===== src/rtl/reg_file_if.sv =====
// Write-back and register read bus between the pipeline and reg_file.
// The master side drives write-back and read addresses; the slave side returns data.
interface reg_file_if #(
    parameter int DATA_WIDTH = 16,
    parameter int ADDR_WIDTH = 4
);
    logic                  wb_en;
    logic [ADDR_WIDTH-1:0] wb_addr;
    logic [DATA_WIDTH-1:0] wb_data;
    logic [ADDR_WIDTH-1:0] rd_addr_a;
    logic [ADDR_WIDTH-1:0] rd_addr_b;
    logic [DATA_WIDTH-1:0] rd_data_a;
    logic [DATA_WIDTH-1:0] rd_data_b;
    logic [DATA_WIDTH-1:0] sp_data;
    logic [DATA_WIDTH-1:0] ih_data;
    logic [DATA_WIDTH-1:0] t_data;
    logic [7:0]            wr_count;

    modport master (
        output wb_en, wb_addr, wb_data, rd_addr_a, rd_addr_b,
        input  rd_data_a, rd_data_b, sp_data, ih_data, t_data, wr_count
    );

    modport slave (
        input  wb_en, wb_addr, wb_data, rd_addr_a, rd_addr_b,
        output rd_data_a, rd_data_b, sp_data, ih_data, t_data, wr_count
    );
endinterface


===== src/rtl/reg_file.sv =====
// Twelve-entry register file (R0-R7, SP, IH, T, RA) with two combinational read ports,
// dedicated SP/IH/T outputs and a committed-write counter. Define WB_BYPASS_EN to forward write-back data.
module reg_file #(
    parameter int                  DATA_WIDTH = 16,
    parameter int                  ADDR_WIDTH = 4,
    parameter logic [DATA_WIDTH-1:0] SP_RESET = 16'hBF00
) (
    input  logic         clk,
    input  logic         rst,
    reg_file_if.slave    bus
);
    localparam int NUM_REGS = 12;
    localparam int SP_IDX   = 8;
    localparam int IH_IDX   = 9;
    localparam int T_IDX    = 10;
    localparam int RA_IDX   = 11;

    logic [DATA_WIDTH-1:0] r_regs [NUM_REGS];
    logic [7:0]            r_wr_count;
    logic                  w_wr_commit;
    logic [DATA_WIDTH-1:0] w_rd_a;
    logic [DATA_WIDTH-1:0] w_rd_b;

    // Unmapped addresses read as zero.
    function automatic logic [DATA_WIDTH-1:0] f_read(input logic [ADDR_WIDTH-1:0] addr);
        logic [DATA_WIDTH-1:0] v;
        v = '0;
        for (int i = 0; i < NUM_REGS; i++) begin
            if (addr == ADDR_WIDTH'(i)) v = r_regs[i];
        end
        return v;
    endfunction

`ifdef WB_BYPASS_EN
    function automatic logic [DATA_WIDTH-1:0] f_fwd(input logic [ADDR_WIDTH-1:0] addr,
                                                   input logic [DATA_WIDTH-1:0] stored);
        if (!rst && w_wr_commit && (bus.wb_addr == addr)) return bus.wb_data;
        return stored;
    endfunction
`endif

    assign w_wr_commit = bus.wb_en && (bus.wb_addr <= ADDR_WIDTH'(RA_IDX));

    always_ff @(posedge clk or posedge rst) begin
        if (rst) begin
            for (int i = 0; i < NUM_REGS; i++) begin
                r_regs[i] <= (i == SP_IDX) ? SP_RESET : '0;
            end
            r_wr_count <= '0;
        end else if (w_wr_commit) begin
            for (int i = 0; i < NUM_REGS; i++) begin
                if (bus.wb_addr == ADDR_WIDTH'(i)) r_regs[i] <= bus.wb_data;
            end
            r_wr_count <= r_wr_count + 8'd1;
        end
    end

    always_comb begin
        w_rd_a = f_read(bus.rd_addr_a);
        w_rd_b = f_read(bus.rd_addr_b);
`ifdef WB_BYPASS_EN
        // Forwarding is gated by the mapped-address commit, so unmapped reads stay zero.
        bus.rd_data_a = f_fwd(bus.rd_addr_a, w_rd_a);
        bus.rd_data_b = f_fwd(bus.rd_addr_b, w_rd_b);
        bus.sp_data   = f_fwd(ADDR_WIDTH'(SP_IDX), r_regs[SP_IDX]);
        bus.ih_data   = f_fwd(ADDR_WIDTH'(IH_IDX), r_regs[IH_IDX]);
        bus.t_data    = f_fwd(ADDR_WIDTH'(T_IDX),  r_regs[T_IDX]);
`else
        bus.rd_data_a = w_rd_a;
        bus.rd_data_b = w_rd_b;
        bus.sp_data   = r_regs[SP_IDX];
        bus.ih_data   = r_regs[IH_IDX];
        bus.t_data    = r_regs[T_IDX];
`endif
    end

    assign bus.wr_count = r_wr_count;

endmodule


===== src/flat_wrapper.sv =====
// flat-port wrapper written by rule: the top's interface ports become plain ports
module reg_file_flat 
#(
    parameter int                  DATA_WIDTH = 16,
    parameter int                  ADDR_WIDTH = 4,
    parameter logic [DATA_WIDTH-1:0] SP_RESET = 16'hBF00
)
  (clk, rst, bus_wb_en, bus_wb_addr, bus_wb_data, bus_rd_addr_a, bus_rd_addr_b, bus_rd_data_a, bus_rd_data_b, bus_sp_data, bus_ih_data, bus_t_data, bus_wr_count);
  reg_file_if #(.DATA_WIDTH(DATA_WIDTH), .ADDR_WIDTH(ADDR_WIDTH)) bus_i ();
  input  logic clk;
  input  logic rst;
  input wire logic [$bits(bus_i.wb_en)-1:0] bus_wb_en;
  input wire logic [$bits(bus_i.wb_addr)-1:0] bus_wb_addr;
  input wire logic [$bits(bus_i.wb_data)-1:0] bus_wb_data;
  input wire logic [$bits(bus_i.rd_addr_a)-1:0] bus_rd_addr_a;
  input wire logic [$bits(bus_i.rd_addr_b)-1:0] bus_rd_addr_b;
  output wire logic [$bits(bus_i.rd_data_a)-1:0] bus_rd_data_a;
  output wire logic [$bits(bus_i.rd_data_b)-1:0] bus_rd_data_b;
  output wire logic [$bits(bus_i.sp_data)-1:0] bus_sp_data;
  output wire logic [$bits(bus_i.ih_data)-1:0] bus_ih_data;
  output wire logic [$bits(bus_i.t_data)-1:0] bus_t_data;
  output wire logic [$bits(bus_i.wr_count)-1:0] bus_wr_count;
  assign bus_i.wb_en = bus_wb_en;
  assign bus_i.wb_addr = bus_wb_addr;
  assign bus_i.wb_data = bus_wb_data;
  assign bus_i.rd_addr_a = bus_rd_addr_a;
  assign bus_i.rd_addr_b = bus_rd_addr_b;
  assign bus_rd_data_a = bus_i.rd_data_a;
  assign bus_rd_data_b = bus_i.rd_data_b;
  assign bus_sp_data = bus_i.sp_data;
  assign bus_ih_data = bus_i.ih_data;
  assign bus_t_data = bus_i.t_data;
  assign bus_wr_count = bus_i.wr_count;
  reg_file #(.DATA_WIDTH(DATA_WIDTH), .ADDR_WIDTH(ADDR_WIDTH), .SP_RESET(SP_RESET)) u_core (.clk(clk), .rst(rst), .bus(bus_i));
endmodule

===== config.mk =====
export PLATFORM = sky130hd
export DESIGN_NAME = reg_file_flat
export DESIGN_NICKNAME = d
export VERILOG_FILES = /design/src/rtl/reg_file_if.sv /design/src/rtl/reg_file.sv /design/src/flat_wrapper.sv
export SDC_FILE = /design/constraint.sdc
export NUM_CORES = 1
export LEC_CHECK = 0
export ABC_AREA = 0
export CAP_MARGIN = 20
export CORE_MARGIN = 1
export CORE_UTILIZATION = 47
export CTS_CLUSTER_DIAMETER = 150
export CTS_CLUSTER_SIZE = 8
export DETAILED_ROUTE_END_ITERATION = 6
export MAX_ROUTING_LAYER = met4
export PLACE_DENSITY = 0.71
export SYNTH_ARGS = -nofsm -noshare
export SYNTH_HDL_FRONTEND = slang
export SYNTH_SLANG_ARGS = --single-unit
export TNS_END_PERCENT = 10

===== constraint.sdc =====
create_clock -name clk -period 7.4 [get_ports clk]
set_input_delay 2.22 -clock clk [delete_from_list [all_inputs] [get_ports clk]]
set_output_delay 2.22 -clock clk [all_outputs]
set_load 0.1 [all_outputs]

Word level (Yosys, flattened, before mapping)
Cells that the tools add are included.
{"block": "word_totals", "reg_bits": 200, "out_inout_bits": 88, "elab_cells": 88, "in_bits": 31}
{"block": "op_classes", "n_reduce_logical": 16, "n_addsub": 1, "eq_ne": 33, "muxes": 24, "magnitude_cmp": 1}
{"cell": "two-way mux 16 bit", "n": 24}
{"cell": "== test 4 x 3 -> 1 bit (second input constant)", "n": 12}
{"cell": "== test 4 bit (second input constant)", "n": 12}
{"cell": "== test 4 x 2 -> 1 bit (second input constant)", "n": 6}
{"cell": "AND reduction 2 bit", "n": 12}
{"cell": "== test 4 x 1 -> 1 bit (second input constant)", "n": 3}
{"cell": "zero test 4 bit", "n": 3}
{"cell": "adder 8 x 1 -> 8 bit (second input constant)", "n": 1}
{"cell": "less-or-equal comparator 4 bit (second input constant)", "n": 1}
{"cell": "logical AND 1 bit", "n": 1}

Depth between registers and ports, before layout
Gate-level depths: netlist of the first run.
{"block": "depth", "word_depth": 13, "depth_mapped": 8, "depth_no_buf": 5}

Worst setup path before layout of the first run
No wires, ideal clock.
{"block": "synth_path", "kind": "in2out", "startpoint": "in bus_rd_addr_a[0]", "endpoint": "out bus_rd_data_a[6]", "stages": 6, "path_buffers": 3, "slack_ns": -0.852, "arrival_time_ns": 6.032, "path_cell_list": "buf_4 -> buf_4 -> inv_1 -> buf_2 -> a221oi_1 -> o41ai_1"}
{"block": "synth_between", "elab_chain_len": 13, "word_cells_on_any_way": 24, "cone_classes": "eq/ne: 11; mux: 12; reduce/logical: 1"}
{"item": "start, declared", "line": "flat_wrapper.sv:15", "source": "input wire logic [$bits(bus_i.rd_addr_a)-1:0] bus_rd_addr_a;"}
{"item": "zero test 4 bit", "line": "reg_file.sv:29", "source": "if (addr == ADDR_WIDTH'(i)) v = r_regs[i];"}
{"item": "two-way mux 16 bit (11 in a row)", "line": "reg_file.sv:29"}
{"item": "two-way mux 16 bit (*)", "line": "reg_file.sv:29"}
{"item": "end, declared", "line": "flat_wrapper.sv:17", "source": "output wire logic [$bits(bus_i.rd_data_a)-1:0] bus_rd_data_a;"}
Every way passes the cells marked *; elsewhere a longest branch is shown, timed or not.

Worst setup path in the final report of the first run
{"block": "layout_path", "startpoint": "in bus_rd_addr_b[3]", "endpoint": "out bus_rd_data_b[8]"}
{"block": "layout_between", "elab_chain_len": 13, "word_cells_on_any_way": 24, "cone_classes": "eq/ne: 11; mux: 12; reduce/logical: 1"}
{"item": "start, declared", "line": "flat_wrapper.sv:16", "source": "input wire logic [$bits(bus_i.rd_addr_b)-1:0] bus_rd_addr_b;"}
{"item": "zero test 4 bit", "line": "reg_file.sv:29"}
{"item": "two-way mux 16 bit (11 in a row)", "line": "reg_file.sv:29"}
{"item": "two-way mux 16 bit (*)", "line": "reg_file.sv:29"}
{"item": "end, declared", "line": "flat_wrapper.sv:18", "source": "output wire logic [$bits(bus_i.rd_data_b)-1:0] bus_rd_data_b;"}
Marked as above.

==> run metrics, run 1 <==
outcome=completed; clock share of power=a little over a fifth; PwrDens=~320 nW/um2; cell count after synthesis=1027; Critical Path AT=about 4.7 ns; Antenna Nets Post-Route=0; Ys Warns=0; initial antenna violation count=0; GPL Wtd Cong=between 0.9 and 1; CTS Sinks=200; Max-Cap Viols=0; CP endpoint kind=primary output; Synth top area share=41.21%; # IOs=around 120; DR iter-0 viols=roughly 1100; Post-CTS Setup Bufs=0; part of the power in registers=roughly 37%; Comb pwr share=41.6%; std cell rows=57; Residual DRC=0; Fill cells=approximately 2000; Hold Buf Count CTS=0; layout cells sized above 1=~33%; critical path required time=just over 5 ns; vias per inst=6.485; grt met2 use=between 40% and 50%; NetSw=0.001864 W; sum of negative setup slack=0 ns; relative max-transition margin=around 19%; initial core utilization=between 40% and 50%; via count=between 9000 and 10000; input/output buffers=118; Min Hold Slack=approximately 0.48 ns; Synth Net Count=roughly 1100; clock-pin slew on the worst setup and hold paths=0.07 ns; worst r2r src=u_core.bus.wr_count[2]; CP max stage cell=clkdlybuf4s50_1; Cell Chain, Critical Path=clkdlybuf4s50_1 -> and2b_1 -> nand2_1 -> a21oi_1 -> a21oi_1 -> o2bb2ai_1 -> buf_12; number of synthesized flops with an enable pin=0; Leakage Power=about 5.7 nW; Area Overhead vs Synth=17.32%; Tmin final=6.942 ns; vias in the first global route=~8900; largest area contributor in the netlist=dfrtp_1; Nets=about 1100; Die ar.=approximately 26000 um2; mapped cell area=between 10000 and 15000 um2; M1 GR Usage=38.45%; post-CTS resize count=0; GRT Max-Usage Layer=met2; Int Power=~0.0025 W; CTS tree=done; DR pass1 iterations=7; Avg Cell Area, Syn=roughly 11 um2; gr usage total=between 20% and 30%; met3 usage=roughly 6.0%; Synth cell types=between 60 and 70; drt wl/cell=~25 um; Final Skew=between 0.001 and 0.0015 ns; crit path from=bus_rd_addr_b[3]; H-tree depth=4; highest clock rate=approximately 140 MHz; CTS Buf Count=17; Max Buffers Root-to-Sink=2; Crit Path Max Fanout=14; worst slew pin tran=around 1.2 ns; Clock Latency Late Sink=0.44 ns; global route overflow=0; post-placement setup slack=0.5486 ns; synth top area cells=dfrtp_1, mux2_2, mux4_2; HP Start=u_core.bus.wr_count[7]; Post-synth top flop=dfrtp_1; Hold Fails Final Rpt=0; critical path class=in2out; largest net degree at the start of global routing=200; root buf cell=clkbuf_16; Die Wd=roughly 160 um; FFs w/ async S/R, synth=100.0%; Die Ht=159.9 um; HP Class=reg2reg; Top cell by count, worst path=a21oi_1; Worst Setup Start Kind=input port; Synth Register Bits=200; final core occ=between 50 and 60%; first-pass GRT wire length=roughly 54000 um; fin worst setup slack=around 0.46 ns; unrepaired setup endpoints after global routing=false; fin. max-slew vios=0; register area share after synthesis=between 40% and 50%; core region area=approximately 24000 um2; post-DP HPWL=23770 um; Tcrit/Tclk final=a little over nine tenths; max incr delay on CP=around 0.80 ns; final WL=between 30000 and 40000 um; switch share=between 40 and 50%; final setup vio count=0; VDD IR max=199.6 uV
## routing by layer
metal  wire (um)  vias up
met5           0        -
met4        1243        0
met3        3350      104
met2       16230      532
met1       14650     4636
li1            -     3859
## synth_stat cells, types with 6 or more instances
| cell | count |
|---|---|
| mux4_2 | 26 |
| nor3_1 | 8 |
| mux4_1 | 7 |
| a221oi_1 | 9 |
| buf_6 | 7 |
| a22o_1 | 14 |
| a22oi_1 | 20 |
| o21ai_0 | 55 |
| nor2b_1 | 22 |
| a31oi_1 | 23 |
| o31ai_1 | 6 |
| nor2_1 | 40 |
| buf_2 | 39 |
| buf_4 | 60 |
| inv_1 | 17 |
| clkbuf_1 | 32 |
| o221ai_1 | 7 |
| nand2b_1 | 15 |
| nand2_1 | 45 |
| mux2i_1 | 29 |
| o21a_1 | 6 |
| dfstp_2 | 7 |
| o22ai_1 | 19 |
| dfrtp_1 | 193 |
| mux2_2 | 196 |
| a21oi_1 | 41 |
| nand3_1 | 7 |
## power groups by stage
stage,logic [W],clock network [W],registers (W)
floorplan,0.00137,0,0.00166
global placement,0.00181,0,0.00161
detailed placement,0.00183,0,0.00162
CTS,0.00183,0.000971,0.00160
global route,0.00191,0.00100,0.00165
finish,0.00184,0.000960,0.00161
## state kept, by name, summed over array words and instances, names as in the netlist
| register | count |
|---|---|
| u_core.bus.ih_data | 16 |
| u_core.bus.sp_data | 16 |
| u_core.bus.t_data | 16 |
| u_core.bus.wr_count | 8 |
| u_core.r_regs | 144 |
## cell families (layout without fill, tap and decap cells)
kind of cell	count (synthesis)	in the layout	synth area share (%)
AOI/OAI and AO/OA	238	238	13.47
xor gates and xnor gates	7	7	0.5232
adders and majority gates	1	1	0.1068
buffers and inverters	157	213	7.912
DFF	200	200	42.78
muxes	260	260	28.13
other	0	1	0
and+or+nand+nor	164	164	7.068
## worst max-delay path, delay by kind of cell
family                 cells  cell delay [ns]
AND/OR/NAND/NOR            2             1.05
AO/OA/AOI/OAI              3             0.44
buffers and inverters      2             0.99
## final cells by class
cell class	count	area, um2	area share, %
tap	324	405.4	2.949
clock buffer	21	480.5	3.495
multi-input combinational	670	5788	42.10
antenna	1	2.502	0.01820
sequential	200	5014	36.47
clock inverter	11	118.9	0.8646
timing repair buffer	164	1872	13.61
inverter	17	67.56	0.4914
## through the flow
| stage | total power, W | instances | cell area, um2 |
|---|---|---|---|
| after floorplan | 0.003024 | 1027 | 11730 |
| after global placement | 0.003416 | 1373 | 13120 |
| after detailed placement | 0.003450 | 1375 | 13150 |
| after CTS | 0.004407 | 1407 | 13750 |
| after global routing | 0.004558 | 1407 | 13750 |
| final | 0.004409 | 1408 | 13750 |
## cell usage in the layout (no fill, tap or decap), drive strengths merged, types with 6 or more instances in the layout
cell type      netlist  final
o21ai               55     55
mux4                33     33
o21a                 6      6
mux2i               29     29
a22oi               20     20
clkdlybuf4s50        0     82
nand3                7      7
nand2b              15     15
o221ai               7      7
nand2               45     45
clkbuf              32     21
a22o                14     14
buf                108     82
clkinv               0      7
a21oi               41     41
inv                 17     17
a221oi               9      9
dfrtp              193    193
a31oi               23     23
o22ai               19     19
o31ai                6      6
nor2b               23     23
nor2                45     45
mux2               198    198
dfstp                7      7
nor3                 8      8
## final timing paths
path                       slack [ns]  depth (start not counted)                endpoint
min                              0.48                          1  u_core.bus.wr_count[7]
min in group asynchronous        2.00                          2    u_core.bus.t_data[6]
max reg2reg                      6.24                          4  u_core.bus.wr_count[7]
max in group asynchronous        4.04                          3       u_core.r_regs[73]
min reg2reg                      0.48                          1  u_core.bus.wr_count[7]
max                              0.46                          7        bus_rd_data_b[8]
(Power assumes the default switching activity.)
==> inputs of run 2 (changes only) <==
--- a/config.mk
+++ b/config.mk
@@ -9,6 +9,7 @@
 export CAP_MARGIN = 20
 export CORE_MARGIN = 1
 export CORE_UTILIZATION = 47
+export CTS_BUF_LIST = sky130_fd_sc_hd__clkbuf_4 sky130_fd_sc_hd__clkbuf_8
 export CTS_CLUSTER_DIAMETER = 150
 export CTS_CLUSTER_SIZE = 8
 export DETAILED_ROUTE_END_ITERATION = 6
==> constraint.sdc (replaced) <==
create_clock -name clk -period 7.4 [get_ports clk]
set_input_delay 1.48 -clock clk [delete_from_list [all_inputs] [get_ports clk]]
set_output_delay 1.48 -clock clk [all_outputs]
set_load 0.1 [all_outputs]
==> run 2 against run 1 <==
  * Register-to-register slack about the same
  * Critical path depth up 1
  * Hold slack better by 0.0042 ns
  * Setup slack better by 0.85 ns
  * Sequential cell count unchanged
  * Final area down 6.1%
  * Global-route usage down 1.1 points
  * First-iteration DRC count down 16%
  * Combinational power down 6%
  * Sequential power about the same
  * Clock-buffer cell count down 3
  * Largest cell class unchanged
  * Highest routed layer unchanged
==> run metrics, run 2 (synthesis results as in run 1) <==
outcome=completed (unchanged); PwrDens=311.3 nW/um2 (was 320.7 nW/um2); core region area=24390 um2 (unchanged); DR pass1 iterations=7 (unchanged); final WL=34360 um (was 35480 um); Max Buffers Root-to-Sink=2 (unchanged); Tcrit/Tclk final=82.30% (was 93.80%); Comb pwr share=43.1% (was 41.6%); commonest cells after routing, fill and taps aside=mux2_2, dfrtp_1, clkdlybuf4s50_1 (unchanged); CTS Sinks=200 (unchanged); largest net degree at the start of global routing=128 (was 200); Hold Fails Final Rpt=0 (unchanged); max FFs per register=144 (unchanged); WHS Path Cells=1 (unchanged); r2r setup slk=6.24 ns (about the same); Residual DRC=0 (unchanged); # IOs=119 (unchanged); sum of negative setup slack=0 ns (unchanged); clock-pin slew on the worst setup and hold paths=0.11 ns (was 0.07 ns); post-CTS resize count=0 (unchanged); Nets=1078 (was 1102); drt wl/cell=24.84 um (was 25.20 um); area of the multi-input gates=5781 um2 (was 5788 um2); total power=0.004019 W (was 0.004409 W); Ant. Diodes=0 (was 1); VDD IR max=278.2 uV (was 199.6 uV); via count=8866 (was 9131); HP Class=reg2reg (unchanged); root buf cell=clkbuf_8 (was clkbuf_16); initial antenna violation count=0 (unchanged); first-pass GRT wire length=52540 um (was 54240 um); Area Overhead vs Synth=10.16% (was 17.32%); critical path class=in2out (unchanged); worst slew pin tran=1.223 ns (was 1.222 ns); Post-CTS Setup Bufs=0 (unchanged); fin. max-slew vios=0 (unchanged); layout cells sized above 1=31.73% (was 33.33%); final setup vio count=0 (unchanged); CTS Buf Count=17 (unchanged); CTS tree=done (unchanged); Hold Buf Count CTS=0 (unchanged); Leakage Power=5.349 nW (was 5.704 nW); DR iter-0 viols=940 (was 1120); H-tree depth=4 (unchanged); switch share=45.96% (was 42.27%); Crit Path Max Fanout=24 (was 14); r2r endpoint=u_core.bus.wr_count[6] (was u_core.bus.wr_count[7]); input/output buffers=118 (unchanged); GPL Wtd Cong=0.9482 (was 0.9666); Reg2Reg Depth=4 (unchanged); relative max-transition margin=18.20% (was 18.56%); highest clock rate=164.2 MHz (was 144.1 MHz); Die Wd=159.9 um (unchanged); Antenna Nets Post-Route=0 (unchanged); std cell rows=57 (unchanged); HP Start=u_core.bus.wr_count[7] (unchanged); Fill cells=2102 (was 2035); WHS Endpoint=u_core.bus.wr_count[7] (unchanged); vias per inst=6.411 (was 6.485); most common cell after layout, fill and taps aside=mux2_2 (unchanged); Worst Setup Start Kind=input port (unchanged); global route overflow=0 (unchanged); NetSw=0.001847 W (was 0.001864 W); worst r2r src=u_core.bus.wr_count[0] (was u_core.bus.wr_count[2]); part of the power in registers=40.2% (was 36.6%); CP endpoint kind=primary output (unchanged); register area=5014 um2 (unchanged); Tmin final=6.090 ns (was 6.942 ns); largest register by flop count=u_core.r_regs (unchanged); gr usage total=27.90% (was 28.95%); clock share of power=16.7% (was 21.8%); Die ar.=25570 um2 (unchanged); Int Power=0.002171 W (was 0.002545 W); initial core utilization=48.05% (unchanged); post-DP HPWL=22670 um (was 23770 um); Max-Cap Viols=0 (unchanged); Critical Path AT=4.61 ns (was 4.72 ns); Die Ht=159.9 um (unchanged); Clock Latency Late Sink=0.50 ns (was 0.44 ns); unrepaired setup endpoints after global routing=false (unchanged); critical path required time=5.92 ns (was 5.18 ns); Final Skew=0.0009002 ns (was 0.001138 ns); vias in the first global route=8552 (was 8938)
run 2: changes by cell type in the layout (fill, tap and decap cells not counted), moves of 2 or more:
cell,change
clkbuf_8,+13
clkbuf_16,-17
buf_4,+10
clkinv_4,+3
bufinv_16,-2
buf_12,-34
clkinv_2,-3
inv_8,+4
run 2: cell type report:
class / instances / area share, %
Inverter: 17 / 0.5524
Tap cell: 324 / 3.140
Clock buffer: 18 / 1.871
Clock inverter: 14 / 0.9207
Sequential cell: 200 / 38.84
Timing Repair Buffer: 140 / 9.905
Multi-Input combinational cell: 670 / 44.78
run 2: stage by stage:
stage	std cells	util, %	worst slack (ns)	instance area (um2)	hold WS (ns)
after floorplan	1027	-	0.4776	11720	0.4859
after global placement	1349	51.28	1.471	12510	0.4689
after detailed placement	1349	51.28	1.412	12510	0.4614
after CTS	1381	52.75	1.422	12870	0.4886
after global routing	1383	52.93	1.109	12910	0.5137
final	1383	52.93	1.310	12910	0.4795
run 2: worst max-delay path by stage:
stage / depth (start not counted) / end / startpoint / slack (ns)
after global routing: 8 / bus_rd_data_a[8] / bus_rd_addr_a[2] / 1.11
final: 8 / bus_rd_data_a[8] / bus_rd_addr_a[2] / 1.31
after floorplan: 1 / u_core.bus.ih_data[0] / rst / 0.48
after global placement: 8 / bus_rd_data_a[8] / bus_rd_addr_a[2] / 1.47
after detailed placement: 8 / bus_rd_data_a[8] / bus_rd_addr_a[2] / 1.41
after CTS: 8 / bus_rd_data_a[8] / bus_rd_addr_a[2] / 1.42
run 2: layer usage:
| layer | wire (um) | global-route usage (%) |
|---|---|---|
| met1 | 14370 | 37.50 |
| met2 | 15950 | 41.92 |
| met3 | 2886 | 5.013 |
| met4 | 1152 | 11.17 |
| met5 | 0 | - |
run 2: power by group through the flow:
stage / registers (W) / clock network (W) / logic, W
2_1_floorplan: 0.00166 / 0 / 0.00137
3_3_place_gp: 0.00161 / 0 / 0.00171
3_5_place_dp: 0.00163 / 0 / 0.00173
4_1_cts: 0.00160 / 0.000678 / 0.00173
5_1_grt: 0.00165 / 0.000715 / 0.00180
6_report: 0.00161 / 0.000673 / 0.00173
run 2: worst max-delay path, stage by stage:
cell and delay [ns]:
clkdlybuf4s50_1 0.86, nor2b_2 0.86, buf_4 0.29, nand2_1 0.24, o22ai_1 0.23, a222oi_1 0.11
a31o_2 0.28, buf_4 0.24
